File: src/rtl/load_run_sequencer_pkg.sv
// Shared definitions for the load/run sequencer.
// Contents:
//   FRAME_W - host frame length in bits ({data[7:0], addr[3:0]})
//   ADDR_W  - memory write address width
//   state_e - sequencer FSM state encoding
package load_run_sequencer_pkg;

  localparam int FRAME_W = 12;
  localparam int ADDR_W  = 4;

  typedef enum logic [2:0] {
    ST_IDLE  = 3'd0,
    ST_IRECV = 3'd1,
    ST_DRECV = 3'd2,
    ST_RUN   = 3'd3,
    ST_DONE  = 3'd4
  } state_e;

endpackage

File: src/rtl/load_run_sequencer_frame_deser.sv
// Serial frame deserialiser: shifts one bit per enabled cycle, MSB first, and
// raises a one-cycle frame-complete pulse after the last bit of a frame.
// Ports:
//   clk, rst_n   - clock, asynchronous active-low reset
//   clr_i        - synchronous discard of any partial frame
//   shift_i      - sample bit_i this cycle
//   bit_i        - serial data bit
//   sr_o         - shift register contents (full frame while frame_vld_o is high)
//   cnt_o        - bits received in the current frame
//   frame_vld_o  - high for the cycle following the final bit of a frame
module load_run_sequencer_frame_deser #(
  parameter int FRAME_W = load_run_sequencer_pkg::FRAME_W,
  parameter int CNT_W   = $clog2(FRAME_W)
) (
  input  logic               clk,
  input  logic               rst_n,
  input  logic               clr_i,
  input  logic               shift_i,
  input  logic               bit_i,
  output logic [FRAME_W-1:0] sr_o,
  output logic [CNT_W-1:0]   cnt_o,
  output logic               frame_vld_o
);

  localparam logic [CNT_W-1:0] LAST_BIT = CNT_W'(FRAME_W - 1);

  logic [FRAME_W-1:0] sr_q, sr_d;
  logic [CNT_W-1:0]   cnt_q, cnt_d;
  logic               vld_q, vld_d;

  always_comb begin
    sr_d  = sr_q;
    cnt_d = cnt_q;
    vld_d = 1'b0;
    if (clr_i) begin
      sr_d  = '0;
      cnt_d = '0;
    end else if (shift_i) begin
      sr_d = {sr_q[FRAME_W-2:0], bit_i};
      // Counter wraps on the last bit so a following frame can start at once.
      if (cnt_q == LAST_BIT) begin
        cnt_d = '0;
        vld_d = 1'b1;
      end else begin
        cnt_d = cnt_q + CNT_W'(1);
      end
    end
  end

  always_ff @(posedge clk or negedge rst_n) begin
    if (!rst_n) begin
      sr_q  <= '0;
      cnt_q <= '0;
      vld_q <= 1'b0;
    end else begin
      sr_q  <= sr_d;
      cnt_q <= cnt_d;
      vld_q <= vld_d;
    end
  end

  assign sr_o        = sr_q;
  assign cnt_o       = cnt_q;
  assign frame_vld_o = vld_q;

endmodule

File: src/rtl/load_run_sequencer.sv
// Host-link front end for the tiny processor: turns serial host frames into
// instruction/data memory write strobes and sequences the core through
// load -> run -> done with a watchdog on runaway programs.
// Ports:
//   clk, rst_n          - clock, asynchronous active-low reset
//   csi_n, csd_n        - instruction / data frame selects (active low)
//   mosi                - serial data, MSB first
//   run_req             - host run request (level)
//   core_pc_en          - core still advancing; low = program terminated
//   imem_wen, dmem_wen  - single-cycle memory write strobes
//   mem_addr, mem_wdata - write address / data, valid with either strobe
//   core_run            - core execute enable
//   core_pc_rst         - hold core PC at 0
//   done                - sequencer idle, result readable
//   frame_err           - sticky: partial frame or both selects low
//   wdog_trip           - sticky: last run aborted by watchdog
module load_run_sequencer #(
  parameter int FRAME_W = load_run_sequencer_pkg::FRAME_W,
  parameter int ADDR_W  = load_run_sequencer_pkg::ADDR_W,
  parameter int WDOG_W  = 8
) (
  input  logic                      clk,
  input  logic                      rst_n,
  input  logic                      csi_n,
  input  logic                      csd_n,
  input  logic                      mosi,
  input  logic                      run_req,
  input  logic                      core_pc_en,
  output logic                      imem_wen,
  output logic                      dmem_wen,
  output logic [ADDR_W-1:0]         mem_addr,
  output logic [FRAME_W-ADDR_W-1:0] mem_wdata,
  output logic                      core_run,
  output logic                      core_pc_rst,
  output logic                      done,
  output logic                      frame_err,
  output logic                      wdog_trip
);

  import load_run_sequencer_pkg::*;

  localparam int CNT_W = $clog2(FRAME_W);
  // Last counted run cycle: the run lasts 2**WDOG_W-1 cycles before abort.
  localparam logic [WDOG_W-1:0] WDOG_LAST = {{(WDOG_W-1){1'b1}}, 1'b0};

  state_e              state_q;
  logic                core_run_q, core_pc_rst_q, done_q;
  logic                frame_err_q, wdog_trip_q;
  logic [WDOG_W-1:0]   wdog_q;

  logic                shift, clr, frame_abort;
  logic                own_sel_n, other_sel_n;
  logic [FRAME_W-1:0]  sr;
  logic [CNT_W-1:0]    bit_cnt;
  logic                frame_vld;

  assign own_sel_n   = (state_q == ST_DRECV) ? csd_n : csi_n;
  assign other_sel_n = (state_q == ST_DRECV) ? csi_n : csd_n;

  // The edge that leaves IDLE on a select already samples the first bit, so
  // a frame is exactly FRAME_W cycles of select low.
  always_comb begin
    shift       = 1'b0;
    clr         = 1'b0;
    frame_abort = 1'b0;
    case (state_q)
      ST_IDLE: shift = !run_req && (csi_n ^ csd_n);
      ST_IRECV, ST_DRECV: begin
        if (!other_sel_n) begin
          frame_abort = 1'b1;
          clr         = 1'b1;
        end else if (own_sel_n) begin
          frame_abort = (bit_cnt != '0);
          clr         = 1'b1;
        end else begin
          shift = 1'b1;
        end
      end
      default: ;
    endcase
  end

  load_run_sequencer_frame_deser #(
    .FRAME_W (FRAME_W),
    .CNT_W   (CNT_W)
  ) u_deser (
    .clk         (clk),
    .rst_n       (rst_n),
    .clr_i       (clr),
    .shift_i     (shift),
    .bit_i       (mosi),
    .sr_o        (sr),
    .cnt_o       (bit_cnt),
    .frame_vld_o (frame_vld)
  );

  always_ff @(posedge clk or negedge rst_n) begin
    if (!rst_n) begin
      state_q       <= ST_IDLE;
      core_run_q    <= 1'b0;
      core_pc_rst_q <= 1'b1;
      done_q        <= 1'b1;
      frame_err_q   <= 1'b0;
      wdog_trip_q   <= 1'b0;
      wdog_q        <= '0;
    end else begin
      case (state_q)
        ST_IDLE: begin
          if (run_req) begin
            state_q       <= ST_RUN;
            core_run_q    <= 1'b1;
            core_pc_rst_q <= 1'b0;
            done_q        <= 1'b0;
            frame_err_q   <= 1'b0;
            wdog_trip_q   <= 1'b0;
            wdog_q        <= '0;
          end else if (!csi_n && !csd_n) begin
            frame_err_q <= 1'b1;
          end else if (!csi_n) begin
            state_q <= ST_IRECV;
          end else if (!csd_n) begin
            state_q <= ST_DRECV;
          end
        end
        ST_IRECV, ST_DRECV: begin
          if (frame_abort) begin
            frame_err_q <= 1'b1;
            state_q     <= ST_IDLE;
          end else if (own_sel_n) begin
            state_q <= ST_IDLE;
          end
        end
        ST_RUN: begin
          if (!core_pc_en || !run_req) begin
            state_q    <= ST_DONE;
            core_run_q <= 1'b0;
          end else if (wdog_q == WDOG_LAST) begin
            wdog_q      <= '1;
            wdog_trip_q <= 1'b1;
            state_q     <= ST_DONE;
            core_run_q  <= 1'b0;
          end else begin
            wdog_q <= wdog_q + WDOG_W'(1);
          end
        end
        ST_DONE: begin
          state_q       <= ST_IDLE;
          done_q        <= 1'b1;
          core_pc_rst_q <= 1'b1;
        end
        default: begin
          state_q       <= ST_IDLE;
          core_run_q    <= 1'b0;
          done_q        <= 1'b1;
          core_pc_rst_q <= 1'b1;
        end
      endcase
    end
  end

  // A completed frame is only ever flagged while in its receive state.
  assign imem_wen    = frame_vld && (state_q == ST_IRECV);
  assign dmem_wen    = frame_vld && (state_q == ST_DRECV);
  assign mem_addr    = sr[ADDR_W-1:0];
  assign mem_wdata   = sr[FRAME_W-1:ADDR_W];
  assign core_run    = core_run_q;
  assign core_pc_rst = core_pc_rst_q;
  assign done        = done_q;
  assign frame_err   = frame_err_q;
  assign wdog_trip   = wdog_trip_q;

endmodule

File: config.mk
export PLATFORM = sky130hd
export DESIGN_NAME = load_run_sequencer
export DESIGN_NICKNAME = d
export VERILOG_FILES = /design/src/rtl/load_run_sequencer_pkg.sv /design/src/rtl/load_run_sequencer_frame_deser.sv /design/src/rtl/load_run_sequencer.sv
export SDC_FILE = /design/constraint.sdc
export NUM_CORES = 1
export LEC_CHECK = 0
export CORE_ASPECT_RATIO = 1.2
export CORE_MARGIN = 5
export CORE_UTILIZATION = 48
export DETAILED_ROUTE_END_ITERATION = 8
export GPL_ROUTABILITY_DRIVEN = 0
export PLACE_DENSITY = 0.75
export SLEW_MARGIN = 20
export SYNTH_ARGS = -nofsm -noshare
export SYNTH_HDL_FRONTEND = slang
export SYNTH_SLANG_ARGS = --single-unit
File: constraint.sdc
create_clock -name clk -period 1.65 [get_ports clk]
set_input_delay 0.33 -clock clk [delete_from_list [all_inputs] [get_ports clk]]
set_output_delay 0.33 -clock clk [all_outputs]
set_load 0.01 [all_outputs]
; ---- Word-level counts from Yosys, hierarchy flattened
; Cells that the tools add are included.
[word_totals]
out_inout_bits = 19
register_bits = 32
inputBits = 7
word_cells = 97
[op_classes]
muxes = 45
n_eq_ne = 15
bitwise_logic = 3
reduce_logical = 23
addsub = 2
[ops]
columns = operator, count
row1 = $mux 12, 2
row2 = $mux 3, 8
row3 = $mux 8, 3
row4 = $mux 1, 22
row5 = $pmux 8 s2, 1
row6 = $mux 4, 3
row7 = $ne 3x3->1 const B, 4
row8 = $pmux 3 s3, 1
row9 = $reduce_and 3->1, 3
row10 = $add 8x1->8 const B, 1
row11 = $eq 8x8->1 const B, 1
row12 = $ne 2x2->1 const B, 4
row13 = $pmux 1 s2, 4
row14 = $reduce_and 4->1, 2
row15 = $eq 3x2->1 const B, 2
row16 = $reduce_bool 2->1, 3
row17 = $reduce_or 3->1, 2
row18 = $add 4x1->4 const B, 1
row19 = $eq 4x4->1 const B, 1
row20 = $logic_and 1x1->1, 4
row21 = $logic_not 1->1, 4
row22 = $ne 4x4->1 const B, 1
row23 = $reduce_bool 4->1, 1
row24 = $eq 3x1->1 const B, 1
row25 = 8 further kinds, 9

; ---- Depth between registers and ports, before layout
[logic_depth]
word_depth = 7
depth_mapped = 8
depth_no_buf = 6

; ---- Hierarchy
; A second synthesis with hierarchy kept.
[unflattened]
hier_cells = 178
area_unflattened_um2 = 1754.2
[modules_own_cells]
columns = module, cells_each, area_per_inst_um2, seq_area_each_um2, n_inst
row1 = load_run_sequencer, 117, 1012.2, 376.6, 1
row2 = load_run_sequencer_frame_deser, 61, 742.0, 425.4, 1

; ---- Worst setup path after synthesis
; OpenSTA, ideal clock, no wires.
[synth_path]
path_kind = register -> register
from = register u_deser.cnt_q[0], in the netlist u_deser.cnt_o[0]
to = register frame_err_q, in the netlist frame_err
setup_ns = 0.122
required_ns = 1.528
n_path_buf = 0
slack_ns = -0.154
path_stages_with_launch = 7
period_less_slack_ns = 1.804
arrival_ns = 1.682
cell_sequence = dfrtp_1 inv_1 ha_1 or4b_4 a2111oi_2 a31oi_1 a32o_1
[synth_via]
elab_chain_cells = 6
[synth_rtl]
columns = element, line_no
row1 = "start, declared", load_run_sequencer_frame_deser.sv:28  ; logic [CNT_W-1:0] cnt_q, cnt_d;
row2 = "start signal, assigned", load_run_sequencer_frame_deser.sv:57  ; cnt_q <= cnt_d;
row3 = $reduce_bool 4->1, load_run_sequencer.sv:73  ; frame_abort = (bit_cnt != '0);
row4 = $mux 1, load_run_sequencer.sv:72  ; end else if (own_sel_n) begin
row5 = $mux 1, load_run_sequencer.sv:69  ; if (!other_sel_n) begin
row6 = $mux 1, load_run_sequencer.sv:66  ; case (state_q)
row7 = $ne 2x2->1 (no source line), --
row8 = $reduce_and 3->1 (no source line), --
row9 = "end signal, assigned", load_run_sequencer.sv:103  ; frame_err_q <= 1'b0;
row10 = "end signal, assigned", load_run_sequencer.sv:114  ; frame_err_q <= 1'b0;
row11 = "end signal, assigned", load_run_sequencer.sv:118  ; frame_err_q <= 1'b1;
row12 = "end, declared", load_run_sequencer.sv:48  ; logic frame_err_q, wdog_trip_q;
; Every way passes these cells.
; A chain may end at the register's enable or synchronous reset.

; ---- Final worst setup path
; Ends and elaborated chain as after synthesis.

==> flow_metrics.tcl <==
set metrics [dict create \
    multi_input_area_um2 914.6 \
    syn_inst 194 \
    crit_path_start_kind "register" \
    failed_checks "setup timing" \
    switching_share_pct 38.43 \
    layout_setup_ws_ns -0.2119 \
    leakagePower_nw 1.163 \
    die_x_um 64.91 \
    detailedRoute.firstIterationViolations 68 \
    yosysWarnings 0 \
    cts_buffer_depth 2 \
    worst_clock_skew_ns 0.008884 \
    diodes 0 \
    io_buffers 25 \
    finalCritPeriodShare_pct 112.8 \
    regArea_um2 803.3 \
    drive_gt1_share_pct 27.03 \
    hold_class "primary input to async pin" \
    slew_violations 0 \
    fmax_ghz 0.5371 \
    area_growth_pct 43.23 \
    dp.cells 283 \
    cts_max_level 2 \
    clkPwrFrac_pct 15.8 \
    routed_via_density 5.453 \
    synthFlopType "dfrtp_1" \
    setup_tns_ns -0.3393 \
    p_int_mw 2.494 \
    dieHeight_um 75.89 \
    busiest_layer "met2" \
    clk_latency_ns 0.29 \
    synth_top_area_cell "dfrtp_1" \
    synth_nets 207 \
    antenna_found_initial 0 \
    synth.top_cell.area_share_pct 44.67 \
    peakVddDrop_mv 1.073 \
    cts_buffers 5 \
    rows 24 \
    p_seq_share_pct 29.8 \
    synth_area_per_cell_um2 8.952 \
    num_io_pins 26 \
    wl_per_cell_um 15.31 \
    finalSetupViolations 9 \
    criticalPathCategory "register to register" \
    routed_wirelength_um 4561 \
    hold_violations 0 \
    powerDensity_nw_per_um2 1628 \
    antenna_left 0 \
    grt_use_met1_pct 23.81 \
    grt_setup_unrepaired "true" \
    combPwrFrac_pct 54.3 \
    cts-root-buf "clkbuf_8" \
    required_ns 1.82 \
    status "complete, but fails checks" \
    ys_seq_elements 32 \
    synthTopCellsByArea "dfrtp_1 (45%), nand2_1 (8.2%), o21ai_0 (6.6%)" \
    ys_types 42 \
    r2r_slack_ns -0.21 \
    p_switching_mw 1.556 \
    ys_seq_area_share_pct 46.18 \
    cp_max_fo 2 \
    grt_pass1_vias 1688 \
    start_util_pct 48.60 \
    timing.final.crit_period_ns 1.862 \
    cts_hold_buffers 0 \
    grt.met3_usage_pct 5.015 \
    synth_common_cells "nand2_1 (38), dfrtp_1 (31), o21ai_0 (23), inv_1 (11)" \
    post_layout_nonfiller_instances 298 \
    use_met2_pct 36.70 \
    dp_hpwl_um 2950 \
    grt_overflow 0 \
    vias 1625 \
    worstRegToRegCells 6 \
    end_kind "register" \
    clk_pin_slew_ns 0.07 \
    grt_first_pass_wirelength_um 7672 \
    first_pass_iters 4 \
    die_area_um2 4926 \
    grt_max_degree 18 \
    synthArstFlopShare_pct 100.0 \
    clock_sinks 32 \
    worstPathArrival_ns 2.03 \
    grt_use_total_pct 20.22 \
    drcViolationCount 0 \
    tightest_slew_ns 0.3484 \
    core_area_um2 3573 \
    cts_tree "yes" \
    relSlewSlack_pct 76.78 \
    layout.nets 271 \
    cap_viol_max_count 0 \
    syn-cell-area_um2 1737 \
    yosys.cell_count.top_type "nand2_1" \
    fillers 282 \
    synth_edf_count 0 \
]
[cell usage in the layout (no fill, tap or decap), types with 2 or more instances in the layout]
cell type and count:
nor2_1 5, buf_6 5, nand3_1 6, clkdlybuf4s50_1 19
o21ai_1 4, nor2_2 2, and3_1 4, clkbuf_2 2
ha_1 5, nand3b_1 2, dlygate4sd2_1 3, nand2b_1 3
o21ai_2 2, clkbuf_8 6, and4_1 2, dfrtp_1 30
buf_4 36, a21oi_1 6, nand2_1 37, o31a_1 2
a22o_1 6, nor3_1 2, o22ai_1 3, a21o_1 5
inv_1 8, or2_2 2, nor2b_1 3, o21ai_0 18
inv_2 3
[critical path, stage by stage, from the launching register on]
cell and delay (ns):
dfrtp_1 0.39, inv_2 0.08, ha_4 0.12, or4b_4 0.48, a2111oi_4 0.30, a31oi_1 0.09, a32o_1 0.27
[cell type report]
cell class              count  area share [%]
repair buffers             67           23.54
clock buffers               7           3.471
well taps                  39           1.962
clock inverters             1          0.3018
multi-input cells         141           36.77
flip-flops and latches     32           32.29
inverters                  11           1.660
[cells by family (layout without fill, tap and decap cells)]
family / count (synthesis) / in the layout / synth area share [%]
AOI/OAI and AO/OA: 60 / 60 / 22.98
adders and majority gates: 6 / 6 / 4.323
buffers and inverters: 21 / 86 / 5.044
DFF: 32 / 32 / 46.18
muxes: 1 / 1 / 0.6484
and+or+nand+nor: 74 / 74 / 20.82
[metrics by stage]
step	utilization [%]	hold slack [ns]	total power, mW	setup slack (ns)	cell area (µm²)
after floorplan	-	0.03441	2.196	-0.08380	1759
after global placement	63.73	0.4874	3.058	-0.3673	2277
after detailed placement	63.73	0.4912	3.095	-0.4106	2277
after CTS	68.28	0.3947	3.925	-0.1633	2440
after global routing	69.61	0.3890	4.348	-0.2913	2487
final	69.61	0.3937	4.050	-0.2119	2487
[power by group through the flow]
stage | sequential (mW) | clock, mW | combinational (mW)
finish | 1.21 | 0.642 | 2.20
detailed placement | 1.21 | 0 | 1.89
global placement | 1.21 | 0 | 1.85
CTS | 1.20 | 0.647 | 2.08
floorplan | 1.26 | 0 | 0.935
global route | 1.24 | 0.688 | 2.42
[layer usage]
metal | vias up | wire length (µm)
met5 | - | 0
met4 | 0 | 46
met3 | 5 | 120
met2 | 27 | 2399
met1 | 780 | 1996
li1 | 813 | -
[flip-flops by register name, indices dropped and copies added, names as in the netlist]
name	flops
core_run	1
done	1
frame_err	1
state_q	3
u_deser.cnt_o	4
u_deser.frame_vld_o	1
u_deser.sr_o	12
wdog_q	8
wdog_trip	1
[worst paths after layout]
kind / start / end
worst max-delay path: u_deser.cnt_o[0]$_DFFE_PN0P_ / frame_err$_DFFE_PN0P_
worst min-delay path: rst_n / wdog_q[0]$_DFFE_PN0P_
worst max register to register: u_deser.cnt_o[0]$_DFFE_PN0P_ / frame_err$_DFFE_PN0P_
worst min register to register: u_deser.sr_o[11]$_DFFE_PN0P_ / u_deser.sr_o[11]$_DFFE_PN0P_
max in group asynchronous: rst_n / u_deser.frame_vld_o$_DFF_PN0_
min in group clk: u_deser.sr_o[11]$_DFFE_PN0P_ / u_deser.sr_o[11]$_DFFE_PN0P_
[what timing repair did]
item,4_1_cts,5_1_grt
endpoints found under the hold margin,0,0
setup buffers,3,2
resized for setup,22,17
setup endpoints to repair,19,22
cloned,2,0
pin swaps,1,4
(Power assumes the default switching activity.)
